[src/rtl/codec_init_seq_pkg.sv]
// codec_pkg: shared types and constants for the codec power-up sequencer.
// Contents:
//   state_t      - sequencer FSM states
//   REG_*        - 7-bit codec register addresses
//   DEF_DEV_ADDR - default 7-bit I2C address of the codec
//   codec_word   - packs {reg_addr, reg_data} into the 16-bit transfer word
package codec_pkg;

  typedef enum logic [2:0] {
    S_IDLE,
    S_WAIT_PWR,
    S_ISSUE,
    S_WAIT_DONE,
    S_BACKOFF,
    S_NEXT,
    S_DONE,
    S_ERROR
  } state_t;

  localparam logic [6:0] REG_LINVOL = 7'h00;
  localparam logic [6:0] REG_RINVOL = 7'h01;
  localparam logic [6:0] REG_LHPOUT = 7'h02;
  localparam logic [6:0] REG_RHPOUT = 7'h03;
  localparam logic [6:0] REG_APANA  = 7'h04;
  localparam logic [6:0] REG_DPATH  = 7'h05;
  localparam logic [6:0] REG_PWR    = 7'h06;
  localparam logic [6:0] REG_IFACE  = 7'h07;
  localparam logic [6:0] REG_SRATE  = 7'h08;
  localparam logic [6:0] REG_ACTIVE = 7'h09;
  localparam logic [6:0] REG_RESET  = 7'h0F;

  localparam logic [6:0] DEF_DEV_ADDR = 7'h1A;

  function automatic logic [15:0] codec_word(input logic [6:0] addr, input logic [8:0] data);
    return {addr, data};
  endfunction

endpackage

[src/rtl/codec_init_seq_if.sv]
// codec_init_seq_if: write-request handshake between the codec sequencer and
// the I2C master.
// Signals:
//   i2c_req      - sequencer -> master, held high until i2c_done
//   i2c_dev_addr - sequencer -> master, 7-bit device address
//   i2c_word     - sequencer -> master, {reg_addr[6:0], reg_data[8:0]}
//   i2c_done     - master -> sequencer, one-cycle transfer-complete pulse
//   i2c_nack     - master -> sequencer, qualified by i2c_done
// Modports: master = sequencer side (issues requests), slave = I2C master side.
interface codec_init_seq_if;
  logic        i2c_req;
  logic [6:0]  i2c_dev_addr;
  logic [15:0] i2c_word;
  logic        i2c_done;
  logic        i2c_nack;

  modport master (
    output i2c_req, i2c_dev_addr, i2c_word,
    input  i2c_done, i2c_nack
  );

  modport slave (
    input  i2c_req, i2c_dev_addr, i2c_word,
    output i2c_done, i2c_nack
  );
endinterface

[src/rtl/codec_init_seq_rom.sv]
// codec_init_rom: combinational table of codec register writes, in issue order.
// Ports:
//   i_index [3:0]  - table entry
//   o_word  [15:0] - {reg_addr, reg_data}; zero beyond the last entry
// Entry 0 resets the codec; the final entry sets ACTIVE so the digital audio
// interface only starts once everything else is programmed.
module codec_init_rom
  import codec_pkg::*;
(
  input  logic [3:0]  i_index,
  output logic [15:0] o_word
);

  always_comb begin
    o_word = 16'h0000;
    case (i_index)
      4'd0:    o_word = codec_word(REG_RESET,  9'h000);
      4'd1:    o_word = codec_word(REG_LINVOL, 9'h017); // 0 dB, unmuted
      4'd2:    o_word = codec_word(REG_RINVOL, 9'h017);
      4'd3:    o_word = codec_word(REG_LHPOUT, 9'h179); // both channels, 0 dB
      4'd4:    o_word = codec_word(REG_APANA,  9'h012); // DAC to output, mic muted
      4'd5:    o_word = codec_word(REG_DPATH,  9'h000); // DAC unmuted, no de-emphasis
      4'd6:    o_word = codec_word(REG_PWR,    9'h000); // all blocks powered
      4'd7:    o_word = codec_word(REG_IFACE,  9'h00A); // I2S, 24-bit, slave
      4'd8:    o_word = codec_word(REG_SRATE,  9'h000); // 48 kHz from 12.288 MHz MCLK
      4'd9:    o_word = codec_word(REG_ACTIVE, 9'h001);
      default: o_word = 16'h0000;
    endcase
  end

endmodule

[src/rtl/codec_init_seq.sv]
// codec_init_seq: power-up configuration sequencer for the audio codec.
// After start it waits STARTUP_WAIT cycles, then sends each codec_init_rom
// entry through the I2C master, retrying NACKed writes after a backoff.
// Ports:
//   clk        - system clock
//   reset      - synchronous, active-low reset
//   start      - one-cycle pulse; (re)starts from IDLE, DONE or ERROR
//   i2c        - request/done handshake to the I2C master (master modport)
//   busy       - sequence in progress
//   ready      - every entry acknowledged; gates the serial audio path
//   error      - an entry ran out of retries
//   fail_index - index of the failing entry, valid while error is high
module codec_init_seq
  import codec_pkg::*;
#(
  parameter int unsigned NUM_REGS       = 10,
  parameter logic [6:0]  DEV_ADDR       = DEF_DEV_ADDR,
  parameter logic [19:0] STARTUP_WAIT   = 20'd500_000,
  parameter logic [15:0] BACKOFF_CYCLES = 16'd5_000,
  parameter logic [1:0]  MAX_RETRIES    = 2'd3
)(
  input  logic                clk,
  input  logic                reset,
  input  logic                start,
  codec_init_seq_if.master    i2c,
  output logic                busy,
  output logic                ready,
  output logic                error,
  output logic [3:0]          fail_index
);

  localparam logic [3:0] LAST_IDX = 4'(NUM_REGS - 1);

  state_t      r_state, w_state_nxt;
  logic [3:0]  r_idx, w_idx_nxt;
  logic [1:0]  r_retry, w_retry_nxt;
  logic [19:0] r_cnt, w_cnt_nxt;
  logic [3:0]  r_fail_idx, w_fail_nxt;
  logic        r_req, r_busy, r_ready, r_error;
  logic [15:0] r_word;
  logic [15:0] w_rom_word;
  logic [1:0]  w_retry_inc;

  codec_init_rom u_rom (
    .i_index (r_idx),
    .o_word  (w_rom_word)
  );

  // Saturating so the per-entry count can never wrap back to zero.
  assign w_retry_inc = (r_retry == 2'd3) ? 2'd3 : r_retry + 2'd1;

  always_comb begin
    w_state_nxt = r_state;
    w_idx_nxt   = r_idx;
    w_retry_nxt = r_retry;
    w_cnt_nxt   = r_cnt;
    w_fail_nxt  = r_fail_idx;
    case (r_state)
      S_IDLE, S_DONE, S_ERROR: begin
        if (start) begin
          w_state_nxt = S_WAIT_PWR;
          w_idx_nxt   = 4'd0;
          w_retry_nxt = 2'd0;
          w_cnt_nxt   = 20'd0;
        end
      end
      S_WAIT_PWR: begin
        if (r_cnt + 20'd1 >= STARTUP_WAIT) begin
          w_state_nxt = S_ISSUE;
          w_cnt_nxt   = 20'd0;
        end else begin
          w_cnt_nxt = r_cnt + 20'd1;
        end
      end
      S_ISSUE: w_state_nxt = S_WAIT_DONE;
      S_WAIT_DONE: begin
        if (i2c.i2c_done) begin
          if (!i2c.i2c_nack) begin
            w_state_nxt = S_NEXT;
          end else begin
            w_retry_nxt = w_retry_inc;
            if (w_retry_inc == MAX_RETRIES) begin
              w_state_nxt = S_ERROR;
              w_fail_nxt  = r_idx;
            end else begin
              w_state_nxt = S_BACKOFF;
              w_cnt_nxt   = 20'd0;
            end
          end
        end
      end
      S_BACKOFF: begin
        if (r_cnt + 20'd1 >= {4'd0, BACKOFF_CYCLES}) begin
          w_state_nxt = S_ISSUE;
          w_cnt_nxt   = 20'd0;
        end else begin
          w_cnt_nxt = r_cnt + 20'd1;
        end
      end
      S_NEXT: begin
        w_retry_nxt = 2'd0;
        if (r_idx == LAST_IDX) begin
          w_state_nxt = S_DONE;
        end else begin
          w_idx_nxt   = r_idx + 4'd1;
          w_state_nxt = S_ISSUE;
        end
      end
      default: w_state_nxt = S_IDLE;
    endcase
  end

  // Status outputs are decoded from the next state so they change on the
  // same edge as the state itself, keeping every output a plain flop.
  always_ff @(posedge clk) begin
    if (!reset) begin
      r_state    <= S_IDLE;
      r_idx      <= 4'd0;
      r_retry    <= 2'd0;
      r_cnt      <= 20'd0;
      r_fail_idx <= 4'd0;
      r_req      <= 1'b0;
      r_word     <= 16'h0000;
      r_busy     <= 1'b0;
      r_ready    <= 1'b0;
      r_error    <= 1'b0;
    end else begin
      r_state    <= w_state_nxt;
      r_idx      <= w_idx_nxt;
      r_retry    <= w_retry_nxt;
      r_cnt      <= w_cnt_nxt;
      r_fail_idx <= w_fail_nxt;
      r_req      <= (w_state_nxt == S_WAIT_DONE);
      r_busy     <= (w_state_nxt inside {S_WAIT_PWR, S_ISSUE, S_WAIT_DONE, S_BACKOFF, S_NEXT});
      r_ready    <= (w_state_nxt == S_DONE);
      r_error    <= (w_state_nxt == S_ERROR);
      if (r_state == S_ISSUE) begin
        r_word <= w_rom_word;
      end
    end
  end

  assign i2c.i2c_req      = r_req;
  assign i2c.i2c_dev_addr = DEV_ADDR;
  assign i2c.i2c_word     = r_word;
  assign busy             = r_busy;
  assign ready            = r_ready;
  assign error            = r_error;
  assign fail_index       = r_fail_idx;

endmodule
[src/flat_wrapper.sv]
// flat-port wrapper written by rule: the top's interface ports become plain ports
module codec_init_seq_flat import codec_pkg::*;
#(
  parameter int unsigned NUM_REGS       = 10,
  parameter logic [6:0]  DEV_ADDR       = DEF_DEV_ADDR,
  parameter logic [19:0] STARTUP_WAIT   = 20'd500_000,
  parameter logic [15:0] BACKOFF_CYCLES = 16'd5_000,
  parameter logic [1:0]  MAX_RETRIES    = 2'd3
)
  (clk, reset, start, busy, ready, error, fail_index, i2c_i2c_req, i2c_i2c_dev_addr, i2c_i2c_word, i2c_i2c_done, i2c_i2c_nack);
  codec_init_seq_if i2c_i ();
  input  logic clk;
  input  logic reset;
  input  logic start;
  output logic busy;
  output logic ready;
  output logic error;
  output logic [3:0] fail_index;
  output wire logic [$bits(i2c_i.i2c_req)-1:0] i2c_i2c_req;
  output wire logic [$bits(i2c_i.i2c_dev_addr)-1:0] i2c_i2c_dev_addr;
  output wire logic [$bits(i2c_i.i2c_word)-1:0] i2c_i2c_word;
  input wire logic [$bits(i2c_i.i2c_done)-1:0] i2c_i2c_done;
  input wire logic [$bits(i2c_i.i2c_nack)-1:0] i2c_i2c_nack;
  assign i2c_i2c_req = i2c_i.i2c_req;
  assign i2c_i2c_dev_addr = i2c_i.i2c_dev_addr;
  assign i2c_i2c_word = i2c_i.i2c_word;
  assign i2c_i.i2c_done = i2c_i2c_done;
  assign i2c_i.i2c_nack = i2c_i2c_nack;
  codec_init_seq #(.NUM_REGS(NUM_REGS), .DEV_ADDR(DEV_ADDR), .STARTUP_WAIT(STARTUP_WAIT), .BACKOFF_CYCLES(BACKOFF_CYCLES), .MAX_RETRIES(MAX_RETRIES)) u_core (.clk(clk), .reset(reset), .start(start), .i2c(i2c_i), .busy(busy), .ready(ready), .error(error), .fail_index(fail_index));
endmodule
[config.mk]
export PLATFORM = sky130hd
export DESIGN_NAME = codec_init_seq_flat
export DESIGN_NICKNAME = d
export VERILOG_FILES = /design/src/rtl/codec_init_seq_pkg.sv /design/src/rtl/codec_init_seq_if.sv /design/src/rtl/codec_init_seq_rom.sv /design/src/rtl/codec_init_seq.sv /design/src/flat_wrapper.sv
export SDC_FILE = /design/constraint.sdc
export NUM_CORES = 1
export LEC_CHECK = 0
export CORE_AREA = 2 2 81 83
export CTS_CLUSTER_SIZE = 16
export DETAILED_ROUTE_END_ITERATION = 8
export DIE_AREA = 0 0 83 85
export PLACE_DENSITY_LB_ADDON = 0.05
export SLEW_MARGIN = 20
export SYNTH_ARGS = -nofsm -noshare
export SYNTH_HDL_FRONTEND = slang
export SYNTH_HIERARCHICAL = 1
export SYNTH_SLANG_ARGS = --single-unit
[constraint.sdc]
create_clock -name clk -period 3.7 [get_ports clk]
set_input_delay 0.925 -clock clk [delete_from_list [all_inputs] [get_ports clk]]
set_output_delay 0.925 -clock clk [all_outputs]
set_load 0.01 [all_outputs]
==> flow_metrics.py, run 1 <==
metrics = {
    "sta": {
        "tns_ns": 0,
        "max_slew_margin_pct": 56.88,
        "max_freq_mhz": 301.5,
        "maxSlewViolCount": 0,
        "rsz0062_at_grt": "false",
        "final_hold_viol_count": 0,
        "finalSetupViolCount": 0,
        "finalCriticalPeriod_ns": 3.317,
        "skew_ns": 0.008766,
        "worst_pin_slew_ns": 0.6400,
        "post-route-period-util_pct": 89.64,
    },
    "floorplan": {
        "initial_core_util_pct": 53.90,
        "die_w_microns": 83,
        "io_pins": 36,
        "dieArea_sq_um": 7055,
        "std_cell_rows": 29,
        "fp.dieH_microns": 85,
        "core_region_area_sq_um": 6205,
    },
    "global_routing": {
        "grt_first_pass_wirelength_microns": 12890,
        "grt_use_met2_pct": 38.05,
        "grtUsageTotal_pct": 21.81,
        "busiest_layer": "met2",
        "gr-total-overflow": 0,
        "antenna_found_initial": 0,
        "grt_pass1_vias": 2870,
        "grt_max_degree": 22,
        "grt.met1_usage_pct": 26.28,
        "grtUsageMet3_pct": 3.210,
    },
    "logic_synthesis": {
        "synth.distinct_cells": 63,
        "synth_edf_count": 0,
        "yosys-top-cells-count": "nand2_1 (78), dfxtp_1 (53), a21oi_1 (39), nor2_1 (32), nand3_1 (27)",
        "synth_warnings": 6,
        "synth_flop_cell": "dfxtp_1",
        "synth-async-reset-ratio_pct": 0,
        "avgSynthCellArea_sq_um": 7.601,
        "seq_area_frac_synth_pct": 31.72,
        "synth_seq_cells": 53,
        "syn_inst": 440,
        "synth_area_leaders": "dfxtp_1 (32%), nand2_1 (8.8%), a21oi_1 (5.8%)",
        "synth_top_area_share_pct": 31.72,
        "synth.most_common_cell": "nand2_1",
        "synth_area_sq_um": 3344,
        "yosysTopAreaCell": "dfxtp_1",
    },
    "worst_setup_path": {
        "worstSetupPathType": "reg -> reg",
        "critPathLaunchType": "register",
        "cp.required_ns": 3.93,
        "cp_cell_sequence": "ha_1 -> nand4_1 -> nor4_2 -> xnor2_1 -> o21ai_0 -> nand4b_1 -> or2_4 -> a21oi_2 -> nand3_1 -> o311ai_1",
        "cp_max_fo": 11,
        "max_stage_delay_ns": 0.48,
        "end_kind": "register",
        "critPathSlowestCell": "dfxtp_1",
        "arrival_ns": 3.55,
    },
    "job": {
        "drv_cap": 0,
    },
    "route": {
        "route.detailed.drc": 0,
        "drt-total-wl_microns": 7841,
        "routed_via_density": 5.920,
        "first_pass_iters": 4,
        "wire_per_inst_microns": 14.88,
        "ant_nets": 0,
        "drt-initial-drc-count": 180,
        "vias": 3120,
    },
    "finish": {
        "drive_gt1_share_pct": 7.111,
        "synthToLayoutAreaGrowth_pct": 9.615,
        "final_nets": 463,
        "stdcell_area_sq_um": 3666,
        "diodes": 0,
    },
    "cts": {
        "cts_max_path_buffers": 2,
        "cts_hold_buf": 0,
        "cts_buffers": 5,
        "htreeDepth": 2,
        "worst_skew_pair.late_latency_ns": 0.32,
        "cts.sinks": 53,
        "cts_tree": "done",
        "cts-root-buf": "clkbuf_8",
        "path_clk_slew_ns": 0.11,
        "post-cts-setup-buffers": 0,
    },
    "status": {
        "status": "completed",
    },
    "power_and_ir_drop": {
        "p_per_area_nw_per_um2": 306.8,
        "leakagePower_nw": 1.250,
        "max-vdd-ir-drop_mv": 0.1674,
    },
    "place": {
        "placed_area_sq_um": 3561,
        "io_buffers": 28,
        "gp_congestion": 0.9325,
        "hpwl_microns": 5494,
    },
    "worst_hold_path": {
        "hold_path_class": "reg -> reg",
    },
}
-- through the flow --
step	hold slack (ns)	util [%]	instances	total power [mW]	worst slack (ns)
after detailed placement	0.4453	57.39	518	0.7834	0.3765
after global routing	0.4763	59.08	527	1.180	0.09253
after CTS	0.4612	58.90	526	1.130	0.3365
after global placement	0.4428	57.39	518	0.7814	0.5321
after floorplan	0.4750	-	448	0.7467	1.022
final	0.4584	59.08	527	1.125	0.3833
-- critical path, delay by kind of cell (launching register included) --
kind	cells	cell delay (ns)
xor+xnor	1	0.18
fa+ha+maj	1	0.42
simple gates	5	1.47
compound gates	3	0.69
flops	1	0.48
-- cells in the final DEF (no fill, tap or decap), drive strengths merged, types with 3 or more instances in the layout --
cell           instances
nor2b                 10
nand3b                 4
a22oi                  4
a21oi                 42
buf                    5
a31oi                  5
o311ai                 7
nor3                  12
clkdlybuf4s50         28
nand2                 79
a32oi                  3
inv                   10
clkbuf                 5
and3                   5
ha                     9
xnor2                  7
dfxtp                 53
nor2                  33
and2                   5
nand3                 28
a2111oi                3
or3                    3
o21ai                 15
nand4b                 4
a211oi                 5
nand2b                 4
a21o                   3
mux2i                  5
nand4                  6
nor4                   4
o31a                   4
conb                  11
-- where the power goes --
group | internal, mW | switching [mW] | leakage, nW
clock | 0.137 | 0.211 | 0.0447
sequential | 0.584 | 0.0206 | 0.428
combinational | 0.0611 | 0.112 | 0.777
-- state kept, by name, summed over array words and instances (netlist names) --
signal	flops
u_core/busy	1
u_core/fail_index	4
u_core/r_state	3
u_core/r_cnt	20
u_core/r_retry	2
u_core/r_idx	4
u_core/error	1
u_core/i2c.i2c_req	1
u_core/ready	1
u_core/i2c.i2c_word	16
-- logic make-up after synthesis --
family / after synthesis / share of synthesized area (%)
and+or+nand+nor: 205 / 30.90
DFF: 53 / 31.72
xor gates and xnor gates: 8 / 2.095
AOI/OAI and AO/OA: 105 / 21.47
adders and majority gates: 9 / 3.367
muxes: 7 / 2.170
buffers and inverters: 50 / 7.931
other: 3 / 0.3367
-- cell type report --
type | count | area [sq um]
multi-input cells | 346 | 2059
clock inverters | 3 | 25.02
fillers | 575 | 2539
flip-flops and latches | 53 | 1061
inverters | 10 | 37.54
repair buffers | 33 | 317.8
clock buffers | 5 | 68.82
well taps | 77 | 96.34
-- metal layers --
metal | wire, microns | vias to the layer above
met1 | 3483 | 1466
li1 | - | 1566
met4 | 204 | 0
met2 | 3913 | 71
met3 | 240 | 17
met5 | 0 | -
-- what timing repair did --
item	in CTS	in global routing
gates resized for setup	0	1
hold endpoints to repair	0	0
setup endpoints to repair	0	9
-- path summary, 6_finish.rpt --
kind                                                           from                             endpoint  slack, ns  depth (start not counted)
worst min register to register  u_core/i2c.i2c_word[7]$_SDFFE_PN0P_  u_core/i2c.i2c_word[7]$_SDFFE_PN0P_       0.46                          2
worst min-delay path            u_core/i2c.i2c_word[7]$_SDFFE_PN0P_  u_core/i2c.i2c_word[7]$_SDFFE_PN0P_       0.46                          2
worst max-delay path                   u_core/r_cnt[0]$_SDFFE_PN0P_         u_core/r_cnt[5]$_SDFFE_PN0P_       0.38                         10
worst max register to register         u_core/r_cnt[0]$_SDFFE_PN0P_         u_core/r_cnt[5]$_SDFFE_PN0P_       0.38                         10
(Power assumes the default switching activity.)
==> run 2, diff against run 1 <==
- clock period: 3.7 -> 3.4 ns (I/O delays scaled with it)
==> run 2 against run 1 <==
Critical path depth increased by 1. Total power increased by 8.1%. Die area unchanged. Combinational power is 7% higher. Cell count is 0.38% higher. Fmax increased by 7.1%. First-iteration DRC count shrank 24%. Global-route usage hardly changed. Sequential cell count did not move. Via count shrank 2.1%. Critical path type unchanged. Largest power group unchanged.
==> flow_metrics.py, run 2 (synthesis results as in run 1) <==
metrics = {
    "floorplan": {
        "std_cell_rows": 29,
        "initial_core_util_pct": 53.90,
        "dieArea_sq_um": 7055,
        "fp.dieH_microns": 85,
        "io_pins": 36,
        "core_region_area_sq_um": 6205,
        "die_w_microns": 83,
    },
    "sta": {
        "worst_pin_slew_ns": 0.5900,
        "tns_ns": 0,
        "max_freq_mhz": 322.9,
        "finalWorstSetupSlack_ns": 0.3028,
        "post-route-period-util_pct": 91.09,
        "final_hold_viol_count": 0,
        "skew_ns": 0.008767,
        "finalCriticalPeriod_ns": 3.097,
        "hold-worst-slack_ns": 0.4609,
        "finalSetupViolCount": 0,
        "rsz0062_at_grt": "false",
        "max_slew_margin_pct": 60.25,
        "maxSlewViolCount": 0,
    },
    "cts": {
        "cts_max_path_buffers": 2,
        "cts_buffers": 5,
        "cts_tree": "done",
        "cts-root-buf": "clkbuf_8",
        "worst_skew_pair.late_latency_ns": 0.31,
        "cts.sinks": 53,
        "path_clk_slew_ns": 0.10,
        "htreeDepth": 2,
        "cts_hold_buf": 0,
    },
    "finish": {
        "drive_gt1_share_pct": 7.522,
        "largest_reg_flops": 20,
        "layoutNonFillerInstCount": 529,
        "final_nets": 465,
        "nFillCells": 594,
        "synthToLayoutAreaGrowth_pct": 10.06,
        "regMostFlops": "u_core/r_cnt",
        "diodes": 0,
        "layout_commonest_cell": "nand2_1",
        "final_cell_mix": "nand2_1 (78), dfxtp_1 (53), a21oi_1 (39)",
    },
    "worst_setup_path": {
        "max_stage_delay_ns": 0.49,
        "critPathLaunchType": "register",
        "cp_cell_sequence": "ha_2 -> nand4_1 -> nor4_2 -> xnor2_1 -> o2111ai_1 -> o211a_1 -> o211ai_2 -> a21oi_4 -> buf_4 -> a21o_1 -> a22o_1",
        "worstSetupPathType": "reg -> reg",
        "arrival_ns": 3.31,
        "critPathSlowestCell": "dfxtp_1",
        "crit-reg2reg-launch": "u_core/r_cnt[0]$_SDFFE_PN0P_",
        "cp_max_fo": 21,
        "crit_start": "u_core/r_cnt[0]$_SDFFE_PN0P_",
        "cp.required_ns": 3.62,
        "end_kind": "register",
    },
    "global_routing": {
        "grt_first_pass_wirelength_microns": 12970,
        "antenna_found_initial": 0,
        "grt_pass1_vias": 2872,
        "gr-total-overflow": 0,
        "grt_max_degree": 22,
        "grtUsageTotal_pct": 21.83,
    },
    "power_and_ir_drop": {
        "power.switching_mw": 0.3625,
        "max-vdd-ir-drop_mv": 0.2164,
        "leakagePower_nw": 1.265,
        "power.internal_mw": 0.8530,
        "pwr-share-seq_pct": 54.1,
        "p_clk_share_pct": 30.7,
        "p_comb_share_pct": 15.2,
        "p_sw_share_pct": 29.82,
        "p_per_area_nw_per_um2": 330.2,
        "total_power_mw": 1.216,
    },
    "route": {
        "drt-initial-drc-count": 137,
        "first_pass_iters": 4,
        "routed_via_density": 5.777,
        "vias": 3056,
        "route.detailed.drc": 0,
        "ant_nets": 0,
        "wire_per_inst_microns": 14.18,
        "drt-total-wl_microns": 7503,
    },
    "status": {
        "status": "completed",
    },
    "place": {
        "hpwl_microns": 5415,
        "gp_congestion": 0.9406,
        "place_ws_ns": 0.2470,
        "dpl.cell_count": 521,
        "io_buffers": 28,
    },
    "worst_hold_path": {
        "hold_start": "u_core/i2c.i2c_word[11]$_SDFFE_PN0P_",
        "hold_path_class": "reg -> reg",
    },
    "job": {
        "drv_cap": 0,
    },
}
run 2: changes by cell type in the layout (fill, tap and decap cells not counted), sizes merged:
| cell | before | now |
|---|---|---|
| clkinv | 2 | 3 |
| buf | 5 | 8 |
| clkinvlp | 1 | 0 |
| a21oi | 42 | 41 |
run 2: metal layers:
| metal | GRT usage [%] | vias to the layer above | routed length [microns] |
|---|---|---|---|
| met2 | 38.86 | 68 | 3714 |
| met4 | 8.048 | 0 | 105 |
| li1 | - | 1569 | - |
| met5 | 0 | - | 0 |
| met3 | 3.405 | 12 | 312 |
| met1 | 26.72 | 1407 | 3370 |
run 2: final cells by class:
type	count	area, sq um	share of cell area, %
Inverter	10	37.54	1.020
Tap cell	77	96.34	2.617
Multi-Input combinational cell	345	2051	55.71
Clock inverter	3	26.28	0.7138
Timing Repair Buffer	36	340.3	9.245
Clock buffer	5	68.82	1.869
Sequential cell	53	1061	28.82
run 2: worst max-delay path: cells and delay by family, from the launching register on:
| family | cells | cell delay, ns |
|---|---|---|
| fa+ha+maj | 1 | 0.34 |
| flops | 1 | 0.49 |
| compound gates | 6 | 1.18 |
| simple gates | 2 | 0.60 |
| xor+xnor | 1 | 0.18 |
| buf+inv | 1 | 0.22 |
run 2: metrics by stage:
step | util, % | area [sq um]
finish | 59.33 | 3681
detailed placement | 57.75 | 3583
floorplan | - | 3374
global route | 59.33 | 3681
global placement | 57.75 | 3583
CTS | 59.29 | 3679
run 2: final timing paths:
| kind | cells past startpoint | slack [ns] | to |
|---|---|---|---|
| setup / recovery | 11 | 0.30 | u_core/r_cnt[11]$_SDFFE_PN0P_ |
| hold / removal | 2 | 0.46 | u_core/i2c.i2c_word[11]$_SDFFE_PN0P_ |
| setup reg to reg | 11 | 0.30 | u_core/r_cnt[11]$_SDFFE_PN0P_ |
| hold reg to reg | 2 | 0.46 | u_core/i2c.i2c_word[11]$_SDFFE_PN0P_ |
run 2: timing repair:
action                                 in CTS  in global routing
buffers inserted                            0                  0
setup endpoints to repair                   0                  2
resized for setup                           0                  1
endpoints found under the hold margin       0                  0
run 2: power by group through the flow:
stage	Combinational [mW]	Clock (mW)	Sequential, mW
2_1_floorplan	0.149	0	0.663
3_3_place_gp	0.182	0	0.671
3_5_place_dp	0.183	0	0.671
4_1_cts	0.186	0.390	0.657
5_1_grt	0.206	0.413	0.662
6_report	0.185	0.373	0.658
